===== src/rtl/ps2_pkg.sv =====
// ps2_pkg: shared definitions for the PS/2 host-side blocks.
//   - FSM state constants for the transmitter
//   - odd-parity helper
//   - common keyboard command / response bytes
package ps2_pkg;

  localparam logic [2:0] ST_IDLE      = 3'd0;
  localparam logic [2:0] ST_INHIBIT   = 3'd1;
  localparam logic [2:0] ST_REQ       = 3'd2;
  localparam logic [2:0] ST_ACK       = 3'd3;
  localparam logic [2:0] ST_WAIT_IDLE = 3'd4;

  localparam logic [7:0] PS2_CMD_SET_LEDS = 8'hED;
  localparam logic [7:0] PS2_CMD_RESET    = 8'hFF;
  localparam logic [7:0] PS2_ACK          = 8'hFA;

  // PS/2 parity bit: makes the total count of ones in data+parity odd.
  function automatic logic odd_parity(input logic [7:0] d);
    return ~^d;
  endfunction

endpackage


===== src/rtl/ps2_tx_if.sv =====
// ps2_tx_if: command handshake and PS/2 line signals of the host transmitter.
//   tx_data/tx_valid/tx_ready : byte request handshake
//   tx_done/tx_error          : end-of-transfer pulse and status
//   ps2_clk_in/ps2_data_in    : raw line states
//   ps2_clk_oe/ps2_data_oe    : active-high pull-low enables for the open-drain lines
// master = controller plus line environment, slave = ps2_tx.
interface ps2_tx_if;
  logic [7:0] tx_data;
  logic       tx_valid;
  logic       tx_ready;
  logic       tx_done;
  logic       tx_error;
  logic       ps2_clk_in;
  logic       ps2_data_in;
  logic       ps2_clk_oe;
  logic       ps2_data_oe;

  modport master (
    output tx_data, tx_valid, ps2_clk_in, ps2_data_in,
    input  tx_ready, tx_done, tx_error, ps2_clk_oe, ps2_data_oe
  );

  modport slave (
    input  tx_data, tx_valid, ps2_clk_in, ps2_data_in,
    output tx_ready, tx_done, tx_error, ps2_clk_oe, ps2_data_oe
  );
endinterface


===== src/rtl/ps2_line_filter.sv =====
// ps2_line_filter: conditions the raw PS/2 lines.
//   clk, reset      : system clock, async active-high reset
//   i_clk_raw       : raw PS/2 clock line
//   i_data_raw      : raw PS/2 data line
//   o_clk_s/o_data_s: 2-flop synchronised line states
//   o_fall/o_rise   : debounced clock edges, FILTER_LEN/2+2 cycles after the line moves
// FILTER_LEN must be even.
module ps2_line_filter #(
  parameter int unsigned FILTER_LEN = 8
) (
  input  logic clk,
  input  logic reset,
  input  logic i_clk_raw,
  input  logic i_data_raw,
  output logic o_clk_s,
  output logic o_data_s,
  output logic o_fall,
  output logic o_rise
);

  // Older samples in the upper half, newest in bit 0: ones-then-zeros is a fall.
  localparam logic [FILTER_LEN-1:0] FALL_PAT =
    {{(FILTER_LEN/2){1'b1}}, {(FILTER_LEN/2){1'b0}}};

  logic [1:0]            r_clk_sync;
  logic [1:0]            r_data_sync;
  logic [FILTER_LEN-1:0] r_hist;

  // Idle lines are high; resetting to ones avoids a phantom rise after reset.
  always_ff @(posedge clk or posedge reset) begin
    if (reset) begin
      r_clk_sync  <= '1;
      r_data_sync <= '1;
      r_hist      <= '1;
    end else begin
      r_clk_sync  <= {r_clk_sync[0], i_clk_raw};
      r_data_sync <= {r_data_sync[0], i_data_raw};
      r_hist      <= {r_hist[FILTER_LEN-2:0], r_clk_sync[1]};
    end
  end

  assign o_clk_s  = r_clk_sync[1];
  assign o_data_s = r_data_sync[1];
  assign o_fall   = (r_hist == FALL_PAT);
  assign o_rise   = (r_hist == ~FALL_PAT);

endmodule


===== src/rtl/ps2_tx.sv =====
// ps2_tx: host-to-device PS/2 transmitter.
//   clk, reset : system clock, async active-high reset
//   bus        : ps2_tx_if slave - tx_data/tx_valid/tx_ready request handshake,
//                tx_done/tx_error completion, raw line inputs and pull-low enables.
// Sequence: hold clock low INHIBIT_CYCLES (start bit asserted in the last cycle),
// release clock, shift 8 data bits LSB first + odd parity + stop on device clock
// falls, sample the device ACK on the following fall, then wait for an idle bus.
// Any gap of TIMEOUT_CYCLES without a device clock edge aborts with tx_error=1.
module ps2_tx
  import ps2_pkg::*;
#(
  parameter int unsigned INHIBIT_CYCLES = 2600,
  parameter int unsigned TIMEOUT_CYCLES = 400000,
  parameter int unsigned FILTER_LEN     = 8
) (
  input logic      clk,
  input logic      reset,
  ps2_tx_if.slave  bus
);

  localparam int unsigned CNT_MAX = (INHIBIT_CYCLES > TIMEOUT_CYCLES) ?
                                    INHIBIT_CYCLES : TIMEOUT_CYCLES;
  localparam int unsigned CNT_W   = $clog2(CNT_MAX + 1);

  localparam logic [CNT_W-1:0] INH_LAST = CNT_W'(INHIBIT_CYCLES - 1);
  localparam logic [CNT_W-1:0] INH_PRE  = CNT_W'(INHIBIT_CYCLES - 2);
  localparam logic [CNT_W-1:0] TMO_LAST = CNT_W'(TIMEOUT_CYCLES - 1);
  localparam logic [CNT_W-1:0] TMO_SAT  = CNT_W'(TIMEOUT_CYCLES);

  logic [2:0]       r_state;
  logic [7:0]       r_sh;
  logic             r_par;
  logic [3:0]       r_bit_cnt;
  logic [CNT_W-1:0] r_cnt;
  logic             r_ack_ok;
  logic             r_clk_oe;
  logic             r_data_oe;
  logic             r_done;
  logic             r_error;

  logic w_clk_s;
  logic w_data_s;
  logic w_fall;
  logic w_rise;
  logic w_accept;
  logic w_tmo_state;
  logic w_tmo_clr;
  logic w_tmo;

  ps2_line_filter #(
    .FILTER_LEN (FILTER_LEN)
  ) u_filter (
    .clk        (clk),
    .reset      (reset),
    .i_clk_raw  (bus.ps2_clk_in),
    .i_data_raw (bus.ps2_data_in),
    .o_clk_s    (w_clk_s),
    .o_data_s   (w_data_s),
    .o_fall     (w_fall),
    .o_rise     (w_rise)
  );

  assign w_accept    = bus.tx_valid && (r_state == ST_IDLE);
  assign w_tmo_state = (r_state == ST_REQ) || (r_state == ST_ACK) ||
                       (r_state == ST_WAIT_IDLE);
  // Before the first device fall, a rise can only be the echo of our own clock
  // release, so it must not restart the first-edge timeout window.
  assign w_tmo_clr   = w_fall ||
                       (w_rise && !((r_state == ST_REQ) && (r_bit_cnt == 4'd0)));
  assign w_tmo       = !w_tmo_clr && (r_cnt == TMO_LAST);

  always_ff @(posedge clk or posedge reset) begin
    if (reset) begin
      r_state   <= ST_IDLE;
      r_sh      <= '0;
      r_par     <= 1'b0;
      r_bit_cnt <= '0;
      r_cnt     <= '0;
      r_ack_ok  <= 1'b0;
      r_clk_oe  <= 1'b0;
      r_data_oe <= 1'b0;
      r_done    <= 1'b0;
      r_error   <= 1'b0;
    end else begin
      r_done  <= 1'b0;
      r_error <= 1'b0;

      if (w_tmo_state) begin
        if (w_tmo_clr)
          r_cnt <= '0;
        else if (r_cnt != TMO_SAT)
          r_cnt <= r_cnt + 1'b1;
      end

      case (r_state)
        ST_IDLE: begin
          r_clk_oe  <= 1'b0;
          r_data_oe <= 1'b0;
          if (w_accept) begin
            r_sh      <= bus.tx_data;
            r_par     <= odd_parity(bus.tx_data);
            r_bit_cnt <= '0;
            r_cnt     <= '0;
            r_clk_oe  <= 1'b1;
            r_state   <= ST_INHIBIT;
          end
        end

        ST_INHIBIT: begin
          // Start bit overlaps the final inhibit cycle.
          if (r_cnt == INH_PRE)
            r_data_oe <= 1'b1;
          if (r_cnt == INH_LAST) begin
            r_clk_oe  <= 1'b0;
            r_data_oe <= 1'b1;
            r_cnt     <= '0;
            r_state   <= ST_REQ;
          end else begin
            r_cnt <= r_cnt + 1'b1;
          end
        end

        ST_REQ: begin
          if (w_tmo) begin
            r_clk_oe  <= 1'b0;
            r_data_oe <= 1'b0;
            r_done    <= 1'b1;
            r_error   <= 1'b1;
            r_cnt     <= '0;
            r_state   <= ST_IDLE;
          end else if (w_fall) begin
            r_bit_cnt <= r_bit_cnt + 4'd1;
            if (r_bit_cnt < 4'd8) begin
              r_data_oe <= ~r_sh[r_bit_cnt[2:0]];
            end else if (r_bit_cnt == 4'd8) begin
              r_data_oe <= ~r_par;
            end else begin
              r_data_oe <= 1'b0;
              r_state   <= ST_ACK;
            end
          end
        end

        ST_ACK: begin
          if (w_tmo) begin
            r_clk_oe  <= 1'b0;
            r_data_oe <= 1'b0;
            r_done    <= 1'b1;
            r_error   <= 1'b1;
            r_cnt     <= '0;
            r_state   <= ST_IDLE;
          end else if (w_fall) begin
            r_ack_ok <= ~w_data_s;
            r_state  <= ST_WAIT_IDLE;
          end
        end

        ST_WAIT_IDLE: begin
          if (w_tmo) begin
            r_clk_oe  <= 1'b0;
            r_data_oe <= 1'b0;
            r_done    <= 1'b1;
            r_error   <= 1'b1;
            r_cnt     <= '0;
            r_state   <= ST_IDLE;
          end else if (w_clk_s && w_data_s) begin
            r_done  <= 1'b1;
            r_error <= ~r_ack_ok;
            r_state <= ST_IDLE;
          end
        end

        default: begin
          r_clk_oe  <= 1'b0;
          r_data_oe <= 1'b0;
          r_state   <= ST_IDLE;
        end
      endcase
    end
  end

  assign bus.tx_ready    = (r_state == ST_IDLE);
  assign bus.tx_done     = r_done;
  assign bus.tx_error    = r_error;
  assign bus.ps2_clk_oe  = r_clk_oe;
  assign bus.ps2_data_oe = r_data_oe;

endmodule


===== src/flat_wrapper.sv =====
// flat-port wrapper written by rule: the top's interface ports become plain ports
module ps2_tx_flat import ps2_pkg::*;
#(
  parameter int unsigned INHIBIT_CYCLES = 2600,
  parameter int unsigned TIMEOUT_CYCLES = 400000,
  parameter int unsigned FILTER_LEN     = 8
)
  (clk, reset, bus_tx_data, bus_tx_valid, bus_ps2_clk_in, bus_ps2_data_in, bus_tx_ready, bus_tx_done, bus_tx_error, bus_ps2_clk_oe, bus_ps2_data_oe);
  ps2_tx_if bus_i ();
  input logic clk;
  input logic reset;
  input wire logic [$bits(bus_i.tx_data)-1:0] bus_tx_data;
  input wire logic [$bits(bus_i.tx_valid)-1:0] bus_tx_valid;
  input wire logic [$bits(bus_i.ps2_clk_in)-1:0] bus_ps2_clk_in;
  input wire logic [$bits(bus_i.ps2_data_in)-1:0] bus_ps2_data_in;
  output wire logic [$bits(bus_i.tx_ready)-1:0] bus_tx_ready;
  output wire logic [$bits(bus_i.tx_done)-1:0] bus_tx_done;
  output wire logic [$bits(bus_i.tx_error)-1:0] bus_tx_error;
  output wire logic [$bits(bus_i.ps2_clk_oe)-1:0] bus_ps2_clk_oe;
  output wire logic [$bits(bus_i.ps2_data_oe)-1:0] bus_ps2_data_oe;
  assign bus_i.tx_data = bus_tx_data;
  assign bus_i.tx_valid = bus_tx_valid;
  assign bus_i.ps2_clk_in = bus_ps2_clk_in;
  assign bus_i.ps2_data_in = bus_ps2_data_in;
  assign bus_tx_ready = bus_i.tx_ready;
  assign bus_tx_done = bus_i.tx_done;
  assign bus_tx_error = bus_i.tx_error;
  assign bus_ps2_clk_oe = bus_i.ps2_clk_oe;
  assign bus_ps2_data_oe = bus_i.ps2_data_oe;
  ps2_tx #(.INHIBIT_CYCLES(INHIBIT_CYCLES), .TIMEOUT_CYCLES(TIMEOUT_CYCLES), .FILTER_LEN(FILTER_LEN)) u_core (.clk(clk), .reset(reset), .bus(bus_i));
endmodule

===== config.mk =====
export PLATFORM = sky130hd
export DESIGN_NAME = ps2_tx_flat
export DESIGN_NICKNAME = d
export VERILOG_FILES = /design/src/rtl/ps2_pkg.sv /design/src/rtl/ps2_tx_if.sv /design/src/rtl/ps2_line_filter.sv /design/src/rtl/ps2_tx.sv /design/src/flat_wrapper.sv
export SDC_FILE = /design/constraint.sdc
export NUM_CORES = 1
export LEC_CHECK = 0
export BUFFER_PORTS_ARGS = -buffer_cell sky130_fd_sc_hd__buf_2
export CAP_MARGIN = 15
export CELL_PAD_IN_SITES_DETAIL_PLACEMENT = 0
export CELL_PAD_IN_SITES_GLOBAL_PLACEMENT = 1
export CORE_ASPECT_RATIO = 1.75
export CORE_MARGIN = 3
export CORE_UTILIZATION = 42
export CTS_CLUSTER_SIZE = 10
export DETAILED_ROUTE_END_ITERATION = 16
export PLACE_DENSITY = 0.72
export SETUP_SLACK_MARGIN = 0.3
export SLEW_MARGIN = 20
export SYNTH_ARGS = -nofsm -noshare
export SYNTH_HDL_FRONTEND = slang
export SYNTH_SLANG_ARGS = --single-unit

===== constraint.sdc =====
create_clock -name clk -period 2.15 [get_ports clk]
set_input_delay 0.5375 -clock clk [delete_from_list [all_inputs] [get_ports clk]]
set_output_delay 0.5375 -clock clk [all_outputs]
set_load 0.01 [all_outputs]

== Word-level counts from Yosys, hierarchy flattened ==
Cells that the tools add are included.
Widths: inputs -> output; s select.

* Add/sub/neg operators: 2
* $lt $le $gt $ge: 2
* Eq/ne operators: 23
* Multiplexer cells: 42
* Bitwise logic cells: 5
* Reductions and logical operators: 23

{| class="wikitable"
|+ Operator list
! kind !! number
|-
| $mux 19 || 6
|-
| $pmux 19 s3 || 1
|-
| $eq 19x12->1 const B || 2
|-
| $mux 3 || 10
|-
| $add 19x1->19 const B || 1
|-
| $eq 19x19->1 const B || 1
|-
| $ne 19x19->1 const B || 1
|-
| $mux 1 || 15
|-
| $pmux 3 s5 || 1
|-
| $mux 4 || 3
|-
| $ne 2x1->1 const B || 5
|-
| $ne 3x1->1 const B || 3
|-
| $ne 3x2->1 const B || 3
|-
| $eq 8x4->1 const B || 1
|-
| $eq 8x8->1 const B || 1
|-
| $pmux 4 s2 || 1
|-
| $reduce_xnor 8->1 || 1
|-
| $reduce_and 7->1 || 1
|-
| $eq 3x2->1 const B || 2
|-
| $pmux 1 s3 || 2
|-
| $reduce_and 3->1 || 2
|-
| $logic_and 1x1->1 || 5
|-
| $not 1->1 || 5
|-
| $add 4x1->4 const B || 1
|-
| 17 further kinds || 23
|}

* Register bits after elaboration: 52
* Logic and storage cells: 110

== Depth between registers and ports, before layout ==
* Depth after elaboration: 9
* Depth in mapped cells: 11
* Mapped depth without buffers: 8

== Cells and area by module ==
From an unflattened synthesis, not the netlist that was laid out.

* Cell total of the unflattened synthesis: 290
* Area total of the unflattened synthesis: 2766.4 um2

{| class="wikitable"
|+ By module, submodules not included
! module !! instances !! cells each !! area an instance (um2) !! seq. area each (um2)
|-
| ps2_tx || 1 || 271 || 2392.3 || 1001.0
|-
| ps2_line_filter || 1 || 19 || 374.1 || 315.3
|}

== Worst setup path before layout ==
OpenSTA, ideal clock, no wires.

* Path type: flip-flop to flip-flop
* From: register u_core.r_bit_cnt[0]
* To: register u_core.r_cnt[14]
* Setup time: 0.082 ns
* Arrival: 2.114 ns
* Required time: 2.068 ns
* Setup slack: -0.046 ns
* Cell stages (with the launch flop): 12
* Path buffers: 3
* Clock period less this slack: 2.196 ns
* Cell sequence: dfrtp_1 -> clkbuf_1 -> inv_1 -> ha_1 -> nor4b_1 -> nand2_1 -> a221o_1 -> o21ai_2 -> buf_6 -> buf_6 -> nand2_1 -> a31oi_1

* Longest elaborated chain between the ends: 9
* Elaborated cells on any way between the ends: 12
* Classes of those cells: mux (5); reduce/logical (7)

{| class="wikitable"
|+ Ends and longest elaborated chain
! element !! RTL line !! text
|-
| start: declaration || ps2_tx.sv:33 || <nowiki>logic [3:0] r_bit_cnt;</nowiki>
|-
| start signal: assignment || ps2_tx.sv:132 || <nowiki>r_bit_cnt <= r_bit_cnt + 4'd1;</nowiki>
|-
| $logic_not 4->1 * || ps2_tx.sv:69 || <nowiki>(w_rise && !((r_state == ST_REQ) && (r_bit_cnt == 4'd0)));</nowiki>
|-
| $logic_and 1x1->1 * || ps2_tx.sv:69 ||
|-
| $logic_not 1->1 * || ps2_tx.sv:69 ||
|-
| $logic_and 1x1->1 * || ps2_tx.sv:69 ||
|-
| $logic_or 1x1->1 * || ps2_tx.sv:68 || <nowiki>assign w_tmo_clr = w_fall ||</nowiki>
|-
| $mux 19 / $logic_not 1->1 (equally long branches) || ps2_tx.sv:89, ps2_tx.sv:70 ||
|-
| $mux 19 / $logic_and 1x1->1 (equally long branches) || ps2_tx.sv:88, ps2_tx.sv:70 ||
|-
| $mux 19, on equally long branches || n/a ||
|-
| $pmux 19 s3 * || ps2_tx.sv:95 || <nowiki>case (r_state)</nowiki>
|-
| end signal: assignment || ps2_tx.sv:92 || <nowiki>r_cnt <= r_cnt + 1'b1;</nowiki>
|-
| end signal: assignment || ps2_tx.sv:119 || <nowiki>r_cnt <= r_cnt + 1'b1;</nowiki>
|-
| end: declaration || ps2_tx.sv:34 || <nowiki>logic [CNT_W-1:0] r_cnt;</nowiki>
|}

Mark *: on every way between the ends. The rest lies on a longest branch, timed or not.
A chain may end at the register's enable or synchronous reset.

== Worst setup path in the final report ==
* From: register u_core.u_filter.r_hist[5]
* To: register u_core.r_cnt[3]

* Longest elaborated chain between the ends: 7
* Elaborated cells on any way between the ends: 11
* Classes of those cells: eq/ne (2); mux (5); reduce/logical (4)

{| class="wikitable"
|+ Ends and longest elaborated chain
! element !! RTL line !! text
|-
| start: declaration || ps2_line_filter.sv:27 || <nowiki>logic [FILTER_LEN-1:0] r_hist;</nowiki>
|-
| start signal: assignment || ps2_line_filter.sv:38 || <nowiki>r_hist <= {r_hist[FILTER_LEN-2:0], r_clk_sync[1]};</nowiki>
|-
| $eq 8x4->1 || ps2_line_filter.sv:45 || <nowiki>assign o_rise = (r_hist == ~FALL_PAT);</nowiki>
|-
| $logic_and 1x1->1 || ps2_tx.sv:69 ||
|-
| $logic_or 1x1->1 * || ps2_tx.sv:68 ||
|-
| $mux 19 / $logic_not 1->1 (equally long branches) || ps2_tx.sv:89, ps2_tx.sv:70 ||
|-
| $mux 19 / $logic_and 1x1->1 (equally long branches) || ps2_tx.sv:88, ps2_tx.sv:70 ||
|-
| $mux 19, on equally long branches || n/a ||
|-
| $pmux 19 s3 * || ps2_tx.sv:95 ||
|}

Marked as above.

==> impl_metrics.env <==
export IMPL_r2r_start="u_core.u_filter.r_hist[5]"
export IMPL_crit_slowest_cell="dfstp_2"
export IMPL_power_frac_clock=0.357
export IMPL_dp_slack_ns=-0.0150
export IMPL_die_area_um2=7690
export IMPL_drt_iter0_drc=93
export IMPL_cts_tree="done"
export IMPL_crit_family="compound AO/OA/AOI/OAI gates"
export IMPL_ys_types=58
export IMPL_synthTopCellsByCount="56 x nand2_1, 40 x dfrtp_1, 19 x nor2_1"
export IMPL_die_h_um=114
export IMPL_ys_flop_type="dfrtp_1"
export IMPL_hold_viol=0
export IMPL_final_area_um2=3750
export IMPL_routed_via_density=5.46
export IMPL_grt_max_degree=35
export IMPL_netlist_top_cells_area="dfrtp_1 36%, dfstp_2 11%, nand2_1 7.5%"
export IMPL_fin_crit_sh=0.940
export IMPL_ctsLongestPathBuffers=2
export IMPL_synth_edf_count=0
export IMPL_fmaxAchievable_ghz=0.495
export IMPL_maxSlewHeadroom=0.696
export IMPL_layout_nets=374
export IMPL_async_reset_ff_frac=1.00
export IMPL_netlist_instances=287
export IMPL_post_synth_top_area_cell="dfrtp_1"
export IMPL_crit_type="flip-flop to flip-flop"
export IMPL_cp_arrival_ns=2.22
export IMPL_cp_max_fo=6
export IMPL_seq_area_frac_synth=0.472
export IMPL_start_util=0.441
export IMPL_num_io_pins=18
export IMPL_antennaDiodeCount=0
export IMPL_dp_hpwl_um=4890
export IMPL_nFillCells=569
export IMPL_num_vias=2385
export IMPL_cts_clk_slew_worst_paths_ns=0.09
export IMPL_r2r_slack_ns=0.13
export IMPL_internal_power_uw=1330
export IMPL_dr_pass1_iters=4
export IMPL_crit_path_frequent_cell="a221o_1"
export IMPL_required_ns=2.35
export IMPL_worst_slack_ns=0.130
export IMPL_drive_gt1_frac=0.420
export IMPL_critPathCaptureType="flip-flop"
export IMPL_h_tree_depth=2
export IMPL_setup_viol=0
export IMPL_clock_tree_root_cell="clkbuf_8"
export IMPL_fin_crit_ns=2.02
export IMPL_seq_area_um2=1320
export IMPL_wl_per_cell_um=16.0
export IMPL_status="finished clean"
export IMPL_drc=0
export IMPL_cp_cell_sequence="nor4bb_4 > and4_4 > a221o_1 > o21ai_4 > buf_4 > a221o_1"
export IMPL_io_buffers=17
export IMPL_cellPowerDensity_nw_per_um2=452
export IMPL_syn_to_final_growth_pct=34.4
export IMPL_clock_latency_ns=0.31
export IMPL_overflow=0
export IMPL_r2r_end="u_core.r_cnt[3]"
export IMPL_final_setup_skew_ns=0.00873
export IMPL_ys_ff_latch=52
export IMPL_ir_drop_v=0.000270
export IMPL_hold_class="primary input to async pin"
export IMPL_cts_made_buffers=5
export IMPL_cap_violations=0
export IMPL_p_switching_uw=365
export IMPL_antenna_found_initial=0
export IMPL_postRouteAntennaNets=0
export IMPL_r2r_cells=6
export IMPL_setup_worst_path_start_class="flip-flop"
export IMPL_p_comb_frac=0.047
export IMPL_gp_congestion=0.773
export IMPL_yosysWarnings=0
export IMPL_slew_viol_final=0
export IMPL_netlist_area_um2=2790
export IMPL_synth_most_common_cell="nand2_1"
export IMPL_leakage_uw=0.00166
export IMPL_grt_setup_unrepaired="yes"
export IMPL_p_sw_frac=0.215
export IMPL_max_stage_delay_ns=0.53
export IMPL_utilization=0.592
export IMPL_placed_cell_area_um2=3220
export IMPL_cp_buffers_inverters=1
export IMPL_wl_um=6980
export IMPL_seq_power_share=0.596
export IMPL_syn_area_per_cell_um2=9.71
export IMPL_rows=38
export IMPL_grt_usage=0.197
export IMPL_synth_nets=305
export IMPL_yosysTopAreaCellShare=0.359
export IMPL_grt_pass1_wl_um=11500
export IMPL_first_global_vias=2455
export IMPL_worst_pin_slew_ns=0.455
export IMPL_cts_sinks=52
export IMPL_die_w_um=67.6
export IMPL_core_region_area_um2=6320
export IMPL_multi_input_area_um2=1630
[metal layers]
metal	global-route usage	part of all wire	up-vias	routed length, um
met5	0	0	-	0
met4	0.0894	0.025	0	176
met3	0.0286	0.017	15	119
met2	0.356	0.57	25	4000
met1	0.220	0.38	1182	2680
li1	-	-	1163	-
[through the flow]
stage | TNS [ns] | std cells | power [uW] | hold WS [ns]
after CTS | 0 | 430 | 1710 | 0.238
after global routing | -0.0105 | 437 | 1770 | 0.257
final | 0 | 437 | 1690 | 0.223
after floorplan | 0 | 287 | 1070 | 0.345
after global placement | 0 | 407 | 1100 | 0.346
after detailed placement | -0.0275 | 407 | 1100 | 0.351
[how the worst max path moves through the flow]
| stage | start | endpoint | cells after the start |
|---|---|---|---|
| 3_5_place_dp | u_core.r_bit_cnt[1] | u_core.r_cnt[16] | 9 |
| 6_report | u_core.u_filter.r_hist[5] | u_core.r_cnt[3] | 6 |
| 4_1_cts | u_core.r_bit_cnt[1] | u_core.r_cnt[16] | 9 |
| 5_1_grt | u_core.r_bit_cnt[1] | u_core.r_cnt[16] | 9 |
| 2_1_floorplan | u_core.r_bit_cnt[0] | u_core.r_cnt[1] | 9 |
| 3_3_place_gp | u_core.u_filter.r_hist[5] | u_core.r_state[0] | 8 |
[kinds of logic after synthesis]
kind of cell | synth area share
AO/OA/AOI/OAI | 0.170
XOR/XNOR | 0.0408
adder cells (fa/ha/maj) | 0.0224
buffers and inverters | 0.0462
flip-flops | 0.472
multiplexers | 0.0233
AND/OR/NAND/NOR | 0.225
[final cells by class]
class | instances | area share
Inverter | 11 | 0.0110
Sequential cell | 52 | 0.352
Multi-Input combinational cell | 213 | 0.434
Timing Repair Buffer | 73 | 0.150
Tap cell | 80 | 0.0267
Clock buffer | 8 | 0.0267
[registers in the layout (all words and copies together), names as in the netlist]
name,count
u_core.bus.ps2_data_oe,1
u_core.u_filter.r_clk_sync,2
u_core.r_par,1
u_core.bus.ps2_clk_oe,1
u_core.bus.tx_error,1
u_core.r_bit_cnt,4
u_core.r_state,3
u_core.u_filter.r_hist,8
u_core.r_ack_ok,1
u_core.u_filter.r_data_sync,2
u_core.r_cnt,19
u_core.r_sh,8
u_core.bus.tx_done,1
[power by group through the flow]
stage	Combinational [uW]	Clock, uW	Sequential [uW]
final	79.0	605	1010
after global routing	87.7	668	1010
after CTS	80.0	621	1010
after detailed placement	74.4	0	1030
after global placement	73.7	0	1030
after floorplan	44.2	0	1020
[placed cells by master (no fill, tap or decap), types with 3 or more instances in the layout]
cell,count
xor2_1,5
dfstp_2,12
nor3_2,3
a21o_1,4
nor2_1,15
o21ai_1,6
a31oi_1,12
nand3_1,8
clkbuf_8,7
nand4_1,5
o21ai_0,5
nand2_1,54
and3_1,3
a21oi_1,4
buf_6,8
a221o_1,3
buf_2,17
inv_2,3
ha_1,3
inv_1,8
dfrtp_1,39
buf_4,46
a22o_1,3
xnor2_1,8
a21oi_2,8
o21ai_4,3
[repair_timing]
action / 4_1_cts / 5_1_grt
pin swaps: 25 / 20
setup buffers: 14 / 7
gates cloned: 1 / 0
hold buffers: 0 / 0
gates resized for setup: 30 / 28
endpoints found under the setup margin: 29 / 30
(Power assumes the default switching activity.)
